## src/rtl/imem_boot_loader_if.sv

```systemverilog
// Bundles the boot loader's control, byte-stream and instruction-memory signals.
// The slave modport is the loader; the master modport is the surrounding system.
interface imem_boot_loader_if #(
    parameter int LEN_W = 6
);
    logic             load_start;
    logic [LEN_W-1:0] load_len;
    logic             byte_valid;
    logic [7:0]       byte_data;
    logic             byte_ready;
    logic [31:0]      pc_addr;
    logic [31:0]      mem_read_addr;
    logic [31:0]      mem_write_addr;
    logic [31:0]      mem_write_data;
    logic             mem_write_en;
    logic             core_stall;
    logic             load_done;
    logic             load_error;
    logic [LEN_W-1:0] words_loaded;

    modport slave (
        input  load_start, load_len, byte_valid, byte_data, pc_addr,
        output byte_ready, mem_read_addr, mem_write_addr, mem_write_data,
               mem_write_en, core_stall, load_done, load_error, words_loaded
    );

    modport master (
        output load_start, load_len, byte_valid, byte_data, pc_addr,
        input  byte_ready, mem_read_addr, mem_write_addr, mem_write_data,
               mem_write_en, core_stall, load_done, load_error, words_loaded
    );
endinterface

```

## src/rtl/imem_boot_loader.sv

```systemverilog
// Boot-time loader: assembles a little-endian byte stream into instruction-memory
// words, then releases the core and hands the memory read port to instruction fetch.
module imem_boot_loader #(
    parameter int DEPTH   = 32,
    parameter int LEN_W   = 6,
    parameter int TIMEOUT = 1024
) (
    input  logic               clock,
    input  logic               reset_n,
    imem_boot_loader_if.slave  bus
);
    localparam int TMO_W = $clog2(TIMEOUT + 1);

    typedef enum logic [1:0] {
        ST_IDLE = 2'd0,
        ST_LOAD = 2'd1,
        ST_RUN  = 2'd2
    } state_t;

    state_t           state_r;
    state_t           next_state_s;
    logic             err_s;
    logic             start_load_s;
    logic             len_ok_s;
    logic             abort_s;
    logic             accept_s;
    logic [31:0]      word_s;
    logic             pc_unused_s;

    logic [LEN_W-1:0] len_r;
    logic [LEN_W-1:0] words_loaded_r;
    logic [1:0]       byte_cnt_r;
    logic [31:0]      word_buf_r;
    logic [TMO_W-1:0] tmo_r;
    logic             wr_en_r;
    logic [31:0]      wr_addr_r;
    logic [31:0]      wr_data_r;
    logic             ready_r;
    logic             stall_r;
    logic             done_r;
    logic             err_r;

    assign len_ok_s    = (bus.load_len != {LEN_W{1'b0}}) && (bus.load_len <= LEN_W'(DEPTH));
    assign abort_s     = (state_r == ST_LOAD) && (tmo_r == TMO_W'(TIMEOUT));
    assign accept_s    = bus.byte_valid && ready_r && (state_r == ST_LOAD) && !abort_s;
    // Bytes shift in from the top so the first accepted byte lands in [7:0].
    assign word_s      = {bus.byte_data, word_buf_r[31:8]};
    assign pc_unused_s = &{1'b0, bus.pc_addr[1:0]};

    // State register.
    always_ff @(posedge clock or negedge reset_n) begin
        if (!reset_n) begin
            state_r <= ST_IDLE;
        end else begin
            state_r <= next_state_s;
        end
    end

    // Next-state decode, load-request validation and error detection.
    always_comb begin
        next_state_s = state_r;
        err_s        = 1'b0;
        start_load_s = 1'b0;
        case (state_r)
            ST_IDLE, ST_RUN: begin
                if (bus.load_start) begin
                    if (len_ok_s) begin
                        next_state_s = ST_LOAD;
                        start_load_s = 1'b1;
                    end else begin
                        err_s = 1'b1;
                    end
                end else begin
                    next_state_s = state_r;
                end
            end
            ST_LOAD: begin
                if (abort_s) begin
                    next_state_s = ST_IDLE;
                    err_s        = 1'b1;
                end else if (wr_en_r && (words_loaded_r == len_r)) begin
                    next_state_s = ST_RUN;
                end else begin
                    next_state_s = ST_LOAD;
                end
            end
            default: begin
                next_state_s = ST_IDLE;
            end
        endcase
    end

    // Status outputs are registered from the next state so they line up with it.
    always_ff @(posedge clock or negedge reset_n) begin
        if (!reset_n) begin
            ready_r <= 1'b0;
            stall_r <= 1'b1;
            done_r  <= 1'b0;
            err_r   <= 1'b0;
        end else begin
            ready_r <= (next_state_s == ST_LOAD);
            stall_r <= (next_state_s != ST_RUN);
            done_r  <= (next_state_s == ST_RUN);
            err_r   <= err_s;
        end
    end

    // Byte assembly, idle timeout and the single-cycle memory write.
    always_ff @(posedge clock or negedge reset_n) begin
        if (!reset_n) begin
            len_r          <= {LEN_W{1'b0}};
            words_loaded_r <= {LEN_W{1'b0}};
            byte_cnt_r     <= 2'd0;
            word_buf_r     <= 32'd0;
            tmo_r          <= {TMO_W{1'b0}};
            wr_en_r        <= 1'b0;
            wr_addr_r      <= 32'd0;
            wr_data_r      <= 32'd0;
        end else if (start_load_s) begin
            len_r          <= bus.load_len;
            words_loaded_r <= {LEN_W{1'b0}};
            byte_cnt_r     <= 2'd0;
            tmo_r          <= {TMO_W{1'b0}};
            wr_en_r        <= 1'b0;
        end else if (state_r == ST_LOAD && !abort_s) begin
            if (accept_s) begin
                tmo_r      <= {TMO_W{1'b0}};
                byte_cnt_r <= byte_cnt_r + 2'd1;
                word_buf_r <= word_s;
                if (byte_cnt_r == 2'd3) begin
                    wr_en_r        <= 1'b1;
                    wr_addr_r      <= {{(32-LEN_W){1'b0}}, words_loaded_r};
                    wr_data_r      <= word_s;
                    words_loaded_r <= words_loaded_r + LEN_W'(1);
                end else begin
                    wr_en_r <= 1'b0;
                end
            end else begin
                tmo_r   <= tmo_r + TMO_W'(1);
                wr_en_r <= 1'b0;
            end
        end else begin
            // Leaving LOAD (abort or completion) drops any partial word.
            byte_cnt_r <= 2'd0;
            tmo_r      <= {TMO_W{1'b0}};
            wr_en_r    <= 1'b0;
        end
    end

    assign bus.mem_read_addr  = (state_r == ST_RUN) ? {2'b00, bus.pc_addr[31:2]} : 32'd0;
    assign bus.byte_ready     = ready_r;
    assign bus.core_stall     = stall_r;
    assign bus.load_done      = done_r;
    assign bus.load_error     = err_r;
    assign bus.mem_write_en   = wr_en_r;
    assign bus.mem_write_addr = wr_addr_r;
    assign bus.mem_write_data = wr_data_r;
    assign bus.words_loaded   = words_loaded_r;
endmodule

```

## src/flat_wrapper.sv

```systemverilog
// flat-port wrapper written by rule: the top's interface ports become plain ports
module imem_boot_loader_flat 
#(
    parameter int DEPTH   = 32,
    parameter int LEN_W   = 6,
    parameter int TIMEOUT = 1024
)
  (clock, reset_n, bus_load_start, bus_load_len, bus_byte_valid, bus_byte_data, bus_pc_addr, bus_byte_ready, bus_mem_read_addr, bus_mem_write_addr, bus_mem_write_data, bus_mem_write_en, bus_core_stall, bus_load_done, bus_load_error, bus_words_loaded);
  imem_boot_loader_if #(.LEN_W(LEN_W)) bus_i ();
  input  logic clock;
  input  logic reset_n;
  input wire logic [$bits(bus_i.load_start)-1:0] bus_load_start;
  input wire logic [$bits(bus_i.load_len)-1:0] bus_load_len;
  input wire logic [$bits(bus_i.byte_valid)-1:0] bus_byte_valid;
  input wire logic [$bits(bus_i.byte_data)-1:0] bus_byte_data;
  input wire logic [$bits(bus_i.pc_addr)-1:0] bus_pc_addr;
  output wire logic [$bits(bus_i.byte_ready)-1:0] bus_byte_ready;
  output wire logic [$bits(bus_i.mem_read_addr)-1:0] bus_mem_read_addr;
  output wire logic [$bits(bus_i.mem_write_addr)-1:0] bus_mem_write_addr;
  output wire logic [$bits(bus_i.mem_write_data)-1:0] bus_mem_write_data;
  output wire logic [$bits(bus_i.mem_write_en)-1:0] bus_mem_write_en;
  output wire logic [$bits(bus_i.core_stall)-1:0] bus_core_stall;
  output wire logic [$bits(bus_i.load_done)-1:0] bus_load_done;
  output wire logic [$bits(bus_i.load_error)-1:0] bus_load_error;
  output wire logic [$bits(bus_i.words_loaded)-1:0] bus_words_loaded;
  assign bus_i.load_start = bus_load_start;
  assign bus_i.load_len = bus_load_len;
  assign bus_i.byte_valid = bus_byte_valid;
  assign bus_i.byte_data = bus_byte_data;
  assign bus_i.pc_addr = bus_pc_addr;
  assign bus_byte_ready = bus_i.byte_ready;
  assign bus_mem_read_addr = bus_i.mem_read_addr;
  assign bus_mem_write_addr = bus_i.mem_write_addr;
  assign bus_mem_write_data = bus_i.mem_write_data;
  assign bus_mem_write_en = bus_i.mem_write_en;
  assign bus_core_stall = bus_i.core_stall;
  assign bus_load_done = bus_i.load_done;
  assign bus_load_error = bus_i.load_error;
  assign bus_words_loaded = bus_i.words_loaded;
  imem_boot_loader #(.DEPTH(DEPTH), .LEN_W(LEN_W), .TIMEOUT(TIMEOUT)) u_core (.clock(clock), .reset_n(reset_n), .bus(bus_i));
endmodule
```

## config.mk

```make
export PLATFORM = sky130hd
export DESIGN_NAME = imem_boot_loader_flat
export DESIGN_NICKNAME = d
export VERILOG_FILES = /design/src/rtl/imem_boot_loader_if.sv /design/src/rtl/imem_boot_loader.sv /design/src/flat_wrapper.sv
export SDC_FILE = /design/constraint.sdc
export NUM_CORES = 1
export LEC_CHECK = 0
export BUFFER_PORTS_ARGS = -buffer_cell sky130_fd_sc_hd__buf_2
export CORE_MARGIN = 5
export CORE_UTILIZATION = 40
export CTS_CLUSTER_SIZE = 30
export DETAILED_ROUTE_END_ITERATION = 6
export PLACE_DENSITY = 0.67
export SETUP_SLACK_MARGIN = 0.02
export SLEW_MARGIN = 0
export SYNTH_ARGS = -nofsm -noshare
export SYNTH_HDL_FRONTEND = slang
export SYNTH_SLANG_ARGS = --single-unit
```

## constraint.sdc

```tcl
create_clock -name clock -period 3.1 [get_ports clock]
set_input_delay 0.465 -clock clock [delete_from_list [all_inputs] [get_ports clock]]
set_output_delay 0.465 -clock clock [all_outputs]
set_load 0.05 [all_outputs]
```

# Word-level counts from Yosys, hierarchy flattened
# Cells that the tools add are included.
totals:
  memories: 0
  inputBits: 50
  latch_bits: 0
  elab_cells: 71
  regBits: 102
  mem_bits_ro: 0
  ramBits: 0
  out_inout_bits: 107
op_classes:
  n_reduce_logical: 17
  add_sub_neg: 3
  order_cmp: 1
  shifts: 0
  n_mul: 0
  div_mod_pow: 0
  bitwise: 1
  eq_ne: 9
  muxes: 27
op_table:
  columns: ["operator", "n"]
  rows:
  - ["$mux 11", 3]
  - ["$mux 30", 1]
  - ["$mux 6", 4]
  - ["$mux 2", 7]
  - ["$add 11x1->11 const B", 1]
  - ["$eq 11x11->1 const B", 1]
  - ["$mux 1", 10]
  - ["$logic_and 1x1->1", 7]
  - ["$add 6x1->6 const B", 1]
  - ["$eq 2x2->1 const B", 3]
  - ["$eq 6x6->1", 1]
  - ["$le 6x6->1 const B", 1]
  - ["$reduce_and 3->1", 2]
  - ["$reduce_bool 2->1", 3]
  - ["$reduce_bool 6->1", 1]
  - ["$eq 2x1->1 const B", 2]
  - ["$pmux 2 s2", 1]
  - ["$reduce_and 4->1", 1]
  - ["$ne 3x1->1 const B", 1]
  - ["$add 2x1->2 const B", 1]
  - ["$logic_not 2->1", 1]
  - ["$ne 2x2->1 const B", 1]
  - ["$pmux 1 s2", 1]
  - ["$reduce_or 2->1", 1]
  - ["2 further kinds", 2]

# Logic depth before layout (Yosys ltp)
# Gate-level depths: netlist of the first run.
depth:
  word_depth: 7
  mapped_depth: 8

# Least setup slack after synthesis of the first run
# Ideal clock, no wire load.
synth_path:
  kind: "reg-to-reg"
  startpoint: "reg u_core.ready_r (netlist: u_core.bus.byte_ready)"
  endpoint: "reg u_core.wr_data_r[16] (netlist: u_core.bus.mem_write_data[16])"
  t_required_ns: 2.972
  stages_incl_launch_ff: 7
  period_less_slack_ns: 2.157
  path_buffers: 1
  path_slack_ns: 0.943
  setup_time_ns: 0.128
  arrival_time_ns: 2.030
  path_cell_list: "dfrtp_1 nand2_1 a311oi_2 nand2_2 inv_2 buf_4 mux2_1"
synth_via:
  elab_chain_len: 4
synth_rtl:
  columns: ["item", "line", "text"]
  rows:
  - ["start: declaration", "imem_boot_loader.sv:38", "logic ready_r;"]
  - ["start signal: assignment", "imem_boot_loader.sv:101", "ready_r <= (next_state_s == ST_LOAD);"]
  - ["$logic_and 1x1->1 (3 in series)", "imem_boot_loader.sv:45", "assign accept_s = bus.byte_valid && ready_r && (state_r == ST_LOAD) && !abort_s;"]
  - ["$reduce_and 4->1 (no line)", null, null]
  - ["end signal: assignment", "imem_boot_loader.sv:133", "wr_data_r <= word_s;"]
  - ["end: declaration", "imem_boot_loader.sv:37", "logic [31:0] wr_data_r;"]
# Every way passes these cells.
# A chain may end at the register's enable or synchronous reset.

# Final worst setup path of the first run
layout_path:
  startpoint: "reg u_core.tmo_r[0]"
  endpoint: "reg u_core.wr_data_r[31] (netlist: u_core.bus.mem_write_data[31])"
layout_via:
  elab_chain_len: 5
  word_cells_on_any_way: 6
  cone_classes: "eq/ne (1); reduce/logical (5)"
layout_rtl:
  columns: ["item", "line", "text"]
  rows:
  - ["start: declaration", "imem_boot_loader.sv:34", "logic [TMO_W-1:0] tmo_r;"]
  - ["start signal: assignment", "imem_boot_loader.sv:115", "tmo_r <= {TMO_W{1'b0}};"]
  - ["start signal: assignment", "imem_boot_loader.sv:123", "tmo_r <= {TMO_W{1'b0}};"]
  - ["start signal: assignment", "imem_boot_loader.sv:127", "tmo_r <= {TMO_W{1'b0}};"]
  - ["$eq 11x11->1 *", "imem_boot_loader.sv:44", "assign abort_s = (state_r == ST_LOAD) && (tmo_r == TMO_W'(TIMEOUT));"]
  - ["$logic_and 1x1->1 *", "imem_boot_loader.sv:44", null]
  - ["$logic_not 1->1 *", "imem_boot_loader.sv:45, imem_boot_loader.sv:125", null]
  - ["$logic_and 1x1->1, on equally long branches", "imem_boot_loader.sv:125, imem_boot_loader.sv:45", null]
  - ["$reduce_and 4->1 (no line) *", null, null]
# Mark *: on every way between the ends. The rest lies on a longest branch, timed or not.

==> run_results.csv, run 1 <==
group,metric,value,unit
run_status,status,"finished clean",
power,ir_drop,0.697,mV
floorplan,coreArea,10700,um^2
logic_synthesis,ys_seq_area_share,54.2,%
sta,finalHoldViolCount,0,
place,portBuffers,126,
logic_synthesis,syn_area,4340,um^2
sta,setup-tns-final,0,ns
logic_synthesis,yosys_warnings,0,
drt,drt_iter0_drc,137,
sta,setup-violations-final,0,
global_routing,grt_pass1_wl,14800,um
logic_synthesis,synth_area_per_cell,12.6,um^2
global_routing,gr-total-overflow,0,
min_path,hp-class,"in2async",
power,leakage,2.60,nW
critical_path,cp_max_fo,27,
drt,ant_nets,0,
layout,areaGrowthSynthToFinish,21.5,%
logic_synthesis,synth-seq-cells,94,
drt,route.detailed.drc,0,
run,maxCapViolCount,0,
layout,multi_input_area,1790,um^2
layout,fillers,1001,
sta,whs,0.0934,ns
sta,finalCriticalPeriod,2.34,ns
floorplan,start_util,40.4,%
clock_network,ctsResizeCount,0,
critical_path,worst_path_max_delay_cell,"inv_2",
logic_synthesis,synth_edf_count,0,
drt,vias_per_cell,4.75,
sta,maxSlewHeadroom,37.6,%
clock_network,post_cts_buffers,0,
sta,fin_crit_sh,75.5,%
power,power_density,1030,nW/um^2
global_routing,grtUsageTotal,14.2,%
layout,utilization,49.1,%
clock_network,insertion_delay,0.35,ns
global_routing,grt_pass1_vias,3086,
sta,clock.fmax,427,MHz
clock_network,clk_pin_slew,0.10,ns
drt,firstDrtPassIters,4,
power,total_power,0.00541,W
drt,avgRoutedWirePerCell,14.6,um
critical_path,worstSetupPathType,"reg2reg",
clock_network,cts_made_buffers,9,
global_routing,antenna_found_initial,0,
critical_path,end_kind,"flop",
layout,insertedDiodeCount,0,
critical_path,worstPathArrival,2.57,ns
critical_path,rrSetupSlack,0.76,ns
place,routabilityCongestion,0.772,
drt,vias,2948,
place,dp_hpwl,6840,um
drt,routed_wl,9040,um
sta,tightest_slew,0.928,ns
sta,slew_viol_final,0,
layout,num-nets-final,530,
critical_path,critPathLaunchType,"flop",
sta,rsz0062_at_grt,"no",
logic_synthesis,ys_types,46,
clock_network,cts_hold_buffers,0,
critical_path,crit_required,3.33,ns
sta,finClkSkew,0.0139,ns
clock_network,cts_tree,"yes",
critical_path,critPathMaxStageDelay,0.49,ns
layout,regArea,2350,um^2
clock_network,clock_sinks,94,
floorplan,die_w,114,um
place,placed_area,5030,um^2
clock_network,root_buffer,"clkbuf_8",
clock_network,ctsLongestPathBuffers,2,
logic_synthesis,syn_inst,345,
critical_path,cp.buffers_inverters,2,
floorplan,die_height,114,um
floorplan,io_pins,157,
global_routing,grt_start_max_net_pins,47,
floorplan,dieArea,13000,um^2
layout,final_cell_area,5280,um^2
logic_synthesis,synthFlopType,"dfrtp_1",
critical_path,crit_path_cell_trace,"inv_1 > ha_1 > and4bb_1 > a311oi_4 > nand2_2 > inv_2 > mux2_2",
clock_network,ctsHtreeMaxLevel,3,
logic_synthesis,async_flop_share,100,%
critical_path,critPathTopFamily,"buffers and inverters",
floorplan,num_rows,38,
layout,drive_gt1_share,41.8,%
-- logic make-up after synthesis --
kind of cell               count (synthesis)  share of synthesized area [%]
and+or+nand+nor                           91                           11.8
AOI/OAI and AO/OA                         21                           4.09
xor gates and xnor gates                  18                           3.63
adders and majority gates                  4                           1.15
other                                      1                         0.0864
muxes                                     68                           18.0
buffers and inverters                     48                           7.03
DFF                                       94                           54.2
-- layout by cell type, fill, tap and decap left out, types with 2 or more instances in the layout --
cell type	instances
o21bai_1	2
nand3_1	11
nand2b_1	3
and2_1	31
inv_1	9
a22o_1	2
ha_1	4
o21ai_0	3
bufinv_16	3
mux2_4	4
xnor2_1	12
nor2_1	17
dfrtp_1	93
mux2_1	24
buf_2	125
xor2_1	6
o31ai_2	4
clkbuf_8	9
inv_6	2
mux2_2	39
nor3_1	5
buf_4	6
nor4_1	3
nand2_1	10
nor2b_1	2
o211ai_1	2
conb_1	28
-- path summary, 6_finish.rpt --
check / start / cells past startpoint / endpoint
max in group asynchronous: reset_n / 2 / u_core.bus.core_stall
max: u_core.tmo_r[0] / 7 / u_core.bus.mem_write_data[31]
max reg2reg: u_core.tmo_r[0] / 7 / u_core.bus.mem_write_data[31]
min in group clock: bus_byte_data[3] / 2 / u_core.bus.mem_write_data[27]
min reg2reg: u_core.bus.mem_write_data[11] / 1 / u_core.bus.mem_write_data[11]
min: reset_n / 1 / u_core.bus.mem_write_data[20]
-- registers in the layout (all words and copies together), names as in the netlist, 2 cells and up --
name and count:
u_core.byte_cnt_r 2, u_core.bus.mem_write_addr 6, u_core.bus.mem_write_data 32, u_core.bus.words_loaded 6, u_core.state_r 2, u_core.word_buf_r 24, u_core.tmo_r 11, u_core.len_r 6
-- synth_stat cells (2+ instances only) --
library cell,n,area (um^2)
ha_1,4,50.1
nor4_1,3,18.8
buf_2,4,20.0
nor3_1,5,25.0
nor2_1,17,63.8
o211ai_1,2,15.0
xnor2_1,12,105
nor2b_1,2,12.5
clkbuf_1,3,11.3
inv_1,9,33.8
nand2b_1,3,18.8
o31ai_2,4,50.1
o21ai_0,3,15.0
and2_1,31,194
o21bai_1,2,15.0
mux2_2,39,439
xor2_1,6,52.6
nand3_1,11,55.1
dfrtp_1,93,2330
mux2_1,24,270
mux2_4,4,60.1
buf_4,30,225
nand2_1,10,37.5
a22o_1,2,17.5
-- report_power, final --
group	switching [W]	internal, W	total [W]
sequential	0.000340	0.00174	0.00208
clock	0.000426	0.000544	0.000970
combinational	0.00161	0.000750	0.00236
total	0.00238	0.00303	0.00541
-- layer usage --
layer	part of all wire [%]	wire length (um)	global-route usage, %
met1	42	3800	18.2
met3	8.5	768	3.75
met4	1.0	92	4.67
met5	0	0	0
met2	48	4370	23.3
-- stage by stage --
| step | setup WS, ns | instances |
|---|---|---|
| after floorplan | 0.943 | 372 |
| final | 0.760 | 621 |
| after detailed placement | 0.771 | 605 |
| after global routing | 0.572 | 621 |
| after CTS | 0.740 | 621 |
| after global placement | 0.818 | 605 |
-- layout make-up --
| class | count | share of cell area, % |
|---|---|---|
| flip-flops and latches | 94 | 44.6 |
| multi-input cells | 230 | 34.0 |
| repair buffers | 131 | 12.7 |
| well taps | 140 | 3.32 |
| clock buffers | 10 | 2.42 |
| clock inverters | 6 | 2.21 |
| inverters | 10 | 0.712 |
(Power assumes the default switching activity.)
==> inputs of run 2 (changes only) <==
--- a/config.mk
+++ b/config.mk
@@ -10,7 +10,7 @@
 export CORE_UTILIZATION = 40
 export CTS_CLUSTER_SIZE = 30
 export DETAILED_ROUTE_END_ITERATION = 6
-export PLACE_DENSITY = 0.67
+export PLACE_DENSITY = 0.69
 export SETUP_SLACK_MARGIN = 0.02
 export SLEW_MARGIN = 0
 export SYNTH_ARGS = -nofsm -noshare
==> constraint.sdc (replaced) <==
create_clock -name clock -period 1.9 [get_ports clock]
set_input_delay 0.285 -clock clock [delete_from_list [all_inputs] [get_ports clock]]
set_output_delay 0.285 -clock clock [all_outputs]
set_load 0.05 [all_outputs]
==> run_results.csv, run 2 (synthesized netlist as in run 1, its figures left out) <==
group,metric,value,unit
critical_path,critPathLaunchType,"flop",
floorplan,coreArea,10700,um^2
drt,drt_iter0_drc,149,
sta,finClkSkew,0.0124,ns
global_routing,gr-total-overflow,0,
place,dp_hpwl,7370,um
floorplan,io_pins,157,
global_routing,grt_start_max_net_pins,42,
clock_network,clk_pin_slew,0.10,ns
sta,finalHoldViolCount,0,
drt,ant_nets,0,
floorplan,die_w,114,um
critical_path,worstPathArrival,2.10,ns
run_status,status,"finished clean",
min_path,hp-class,"in2reg",
critical_path,cp_max_fo,6,
layout,areaGrowthSynthToFinish,29.9,%
clock_network,clock_sinks,94,
clock_network,insertion_delay,0.35,ns
sta,rsz0062_at_grt,"yes",
run,maxCapViolCount,0,
place,preCtsSetupSlack,-0.0896,ns
floorplan,dieArea,13000,um^2
critical_path,worstSetupPathType,"reg2reg",
critical_path,end_kind,"flop",
clock_network,cts_tree,"yes",
drt,avgRoutedWirePerCell,15.0,um
clock_network,cts_made_buffers,9,
clock_network,post_cts_buffers,0,
global_routing,antenna_found_initial,0,
clock_network,ctsHtreeMaxLevel,3,
global_routing,grt_pass1_wl,15200,um
place,routabilityCongestion,0.937,
min_path,min-delay-start,"bus_byte_data[2]",
sta,slew_viol_final,0,
clock_network,root_buffer,"clkbuf_8",
sta,finalCriticalPeriod,1.87,ns
place,portBuffers,126,
sta,fin_crit_sh,98.3,%
floorplan,die_height,114,um
sta,setup-violations-final,0,
global_routing,grtUsageTotal,14.8,%
power,ir_drop,1.14,mV
global_routing,grt_pass1_vias,3136,
power,leakage,2.75,nW
floorplan,start_util,40.4,%
drt,firstDrtPassIters,4,
clock_network,ctsLongestPathBuffers,2,
sta,setup_ws,0.0330,ns
drt,routed_wl,9720,um
floorplan,num_rows,38,
layout,multi_input_area,1880,um^2
critical_path,crit_required,2.14,ns
sta,whs,0.155,ns
layout,final_cell_mix,"buf_2 (102), dfrtp_1 (91), mux2_2 (32)",
layout,drive_gt1_share,48.3,%
layout,regArea,2360,um^2
layout,fillers,966,
layout,final_common_cell,"buf_2",
drt,vias,3057,
layout,insertedDiodeCount,0,
critical_path,regToRegStartpoint,"u_core.tmo_r[1]",
drt,vias_per_cell,4.72,
power,power_density,1580,nW/um^2
layout,num-nets-final,556,
critical_path,startpoint,"u_core.tmo_r[1]",
layout,largest_register_ffs,32,
drt,route.detailed.drc,0,
sta,clock.fmax,536,MHz
-- run 2: repair_timing --
action                                 in CTS  in global routing
resized for setup                           5                 36
hold buffers                                1                  0
setup endpoints to repair                  15                 87
cloned                                      0                  2
endpoints found under the hold margin      27                  0
-- run 2: worst paths after layout --
check / end / slack (ns) / cells after the start
min in group asynchronous: u_core.bus.mem_write_data[31] / 0.39 / 2
worst max-delay path: u_core.bus.mem_write_data[12] / 0.03 / 8
max in group asynchronous: u_core.bus.mem_write_data[19] / 0.85 / 3
worst min-delay path: u_core.bus.mem_write_data[26] / 0.16 / 2
worst max register to register: u_core.bus.mem_write_data[12] / 0.03 / 8
worst min register to register: u_core.bus.mem_write_data[27] / 0.49 / 1
-- run 2: worst max-delay path: stages (launching register included) --
cell       delay, ns
dfrtp_1         0.35
inv_1           0.05
ha_2            0.16
and4bb_2        0.25
a311oi_4        0.26
nand2_2         0.13
clkinv_4        0.11
clkbuf_16       0.16
mux2_4          0.29
-- run 2: through the flow --
step	cells	total power, W	util (%)	setup TNS (ns)	area, um^2
after floorplan	372	0.00659	-	-1.54	4520
after global placement	628	0.00753	49.3	-0.289	5300
after detailed placement	628	0.00766	49.3	-0.610	5300
after CTS	645	0.00890	51.3	-0.0167	5510
after global routing	647	0.00940	52.5	-2.34	5640
final	647	0.00890	52.5	0	5640
-- run 2: power by group --
part / leakage, nW / internal, W / total, W / switching [W]
Combinational: 1.52 / 0.00155 / 0.00423 / 0.00268
Clock: 0.0848 / 0.000551 / 0.00124 / 0.000691
Sequential: 1.15 / 0.00284 / 0.00342 / 0.000587
-- run 2: layout make-up --
type | instances | area share [%]
multi-input combinational | 230 | 33.4
inverter | 10 | 0.754
timing repair buffer | 157 | 17.7
clock buffer | 12 | 2.75
clock inverter | 4 | 0.555
sequential | 94 | 41.8
tap | 140 | 3.11
-- run 2: layer usage --
| layer | part of all wire [%] | GRT usage [%] | wire (um) | up-vias |
|---|---|---|---|---|
| met5 | 0 | 0 | 0 | - |
| met4 | 2.6 | 6.18 | 252 | 0 |
| met3 | 8.6 | 4.07 | 839 | 16 |
| met2 | 46 | 23.9 | 4500 | 142 |
| met1 | 42 | 18.6 | 4120 | 1459 |
| li1 | - | - | - | 1440 |
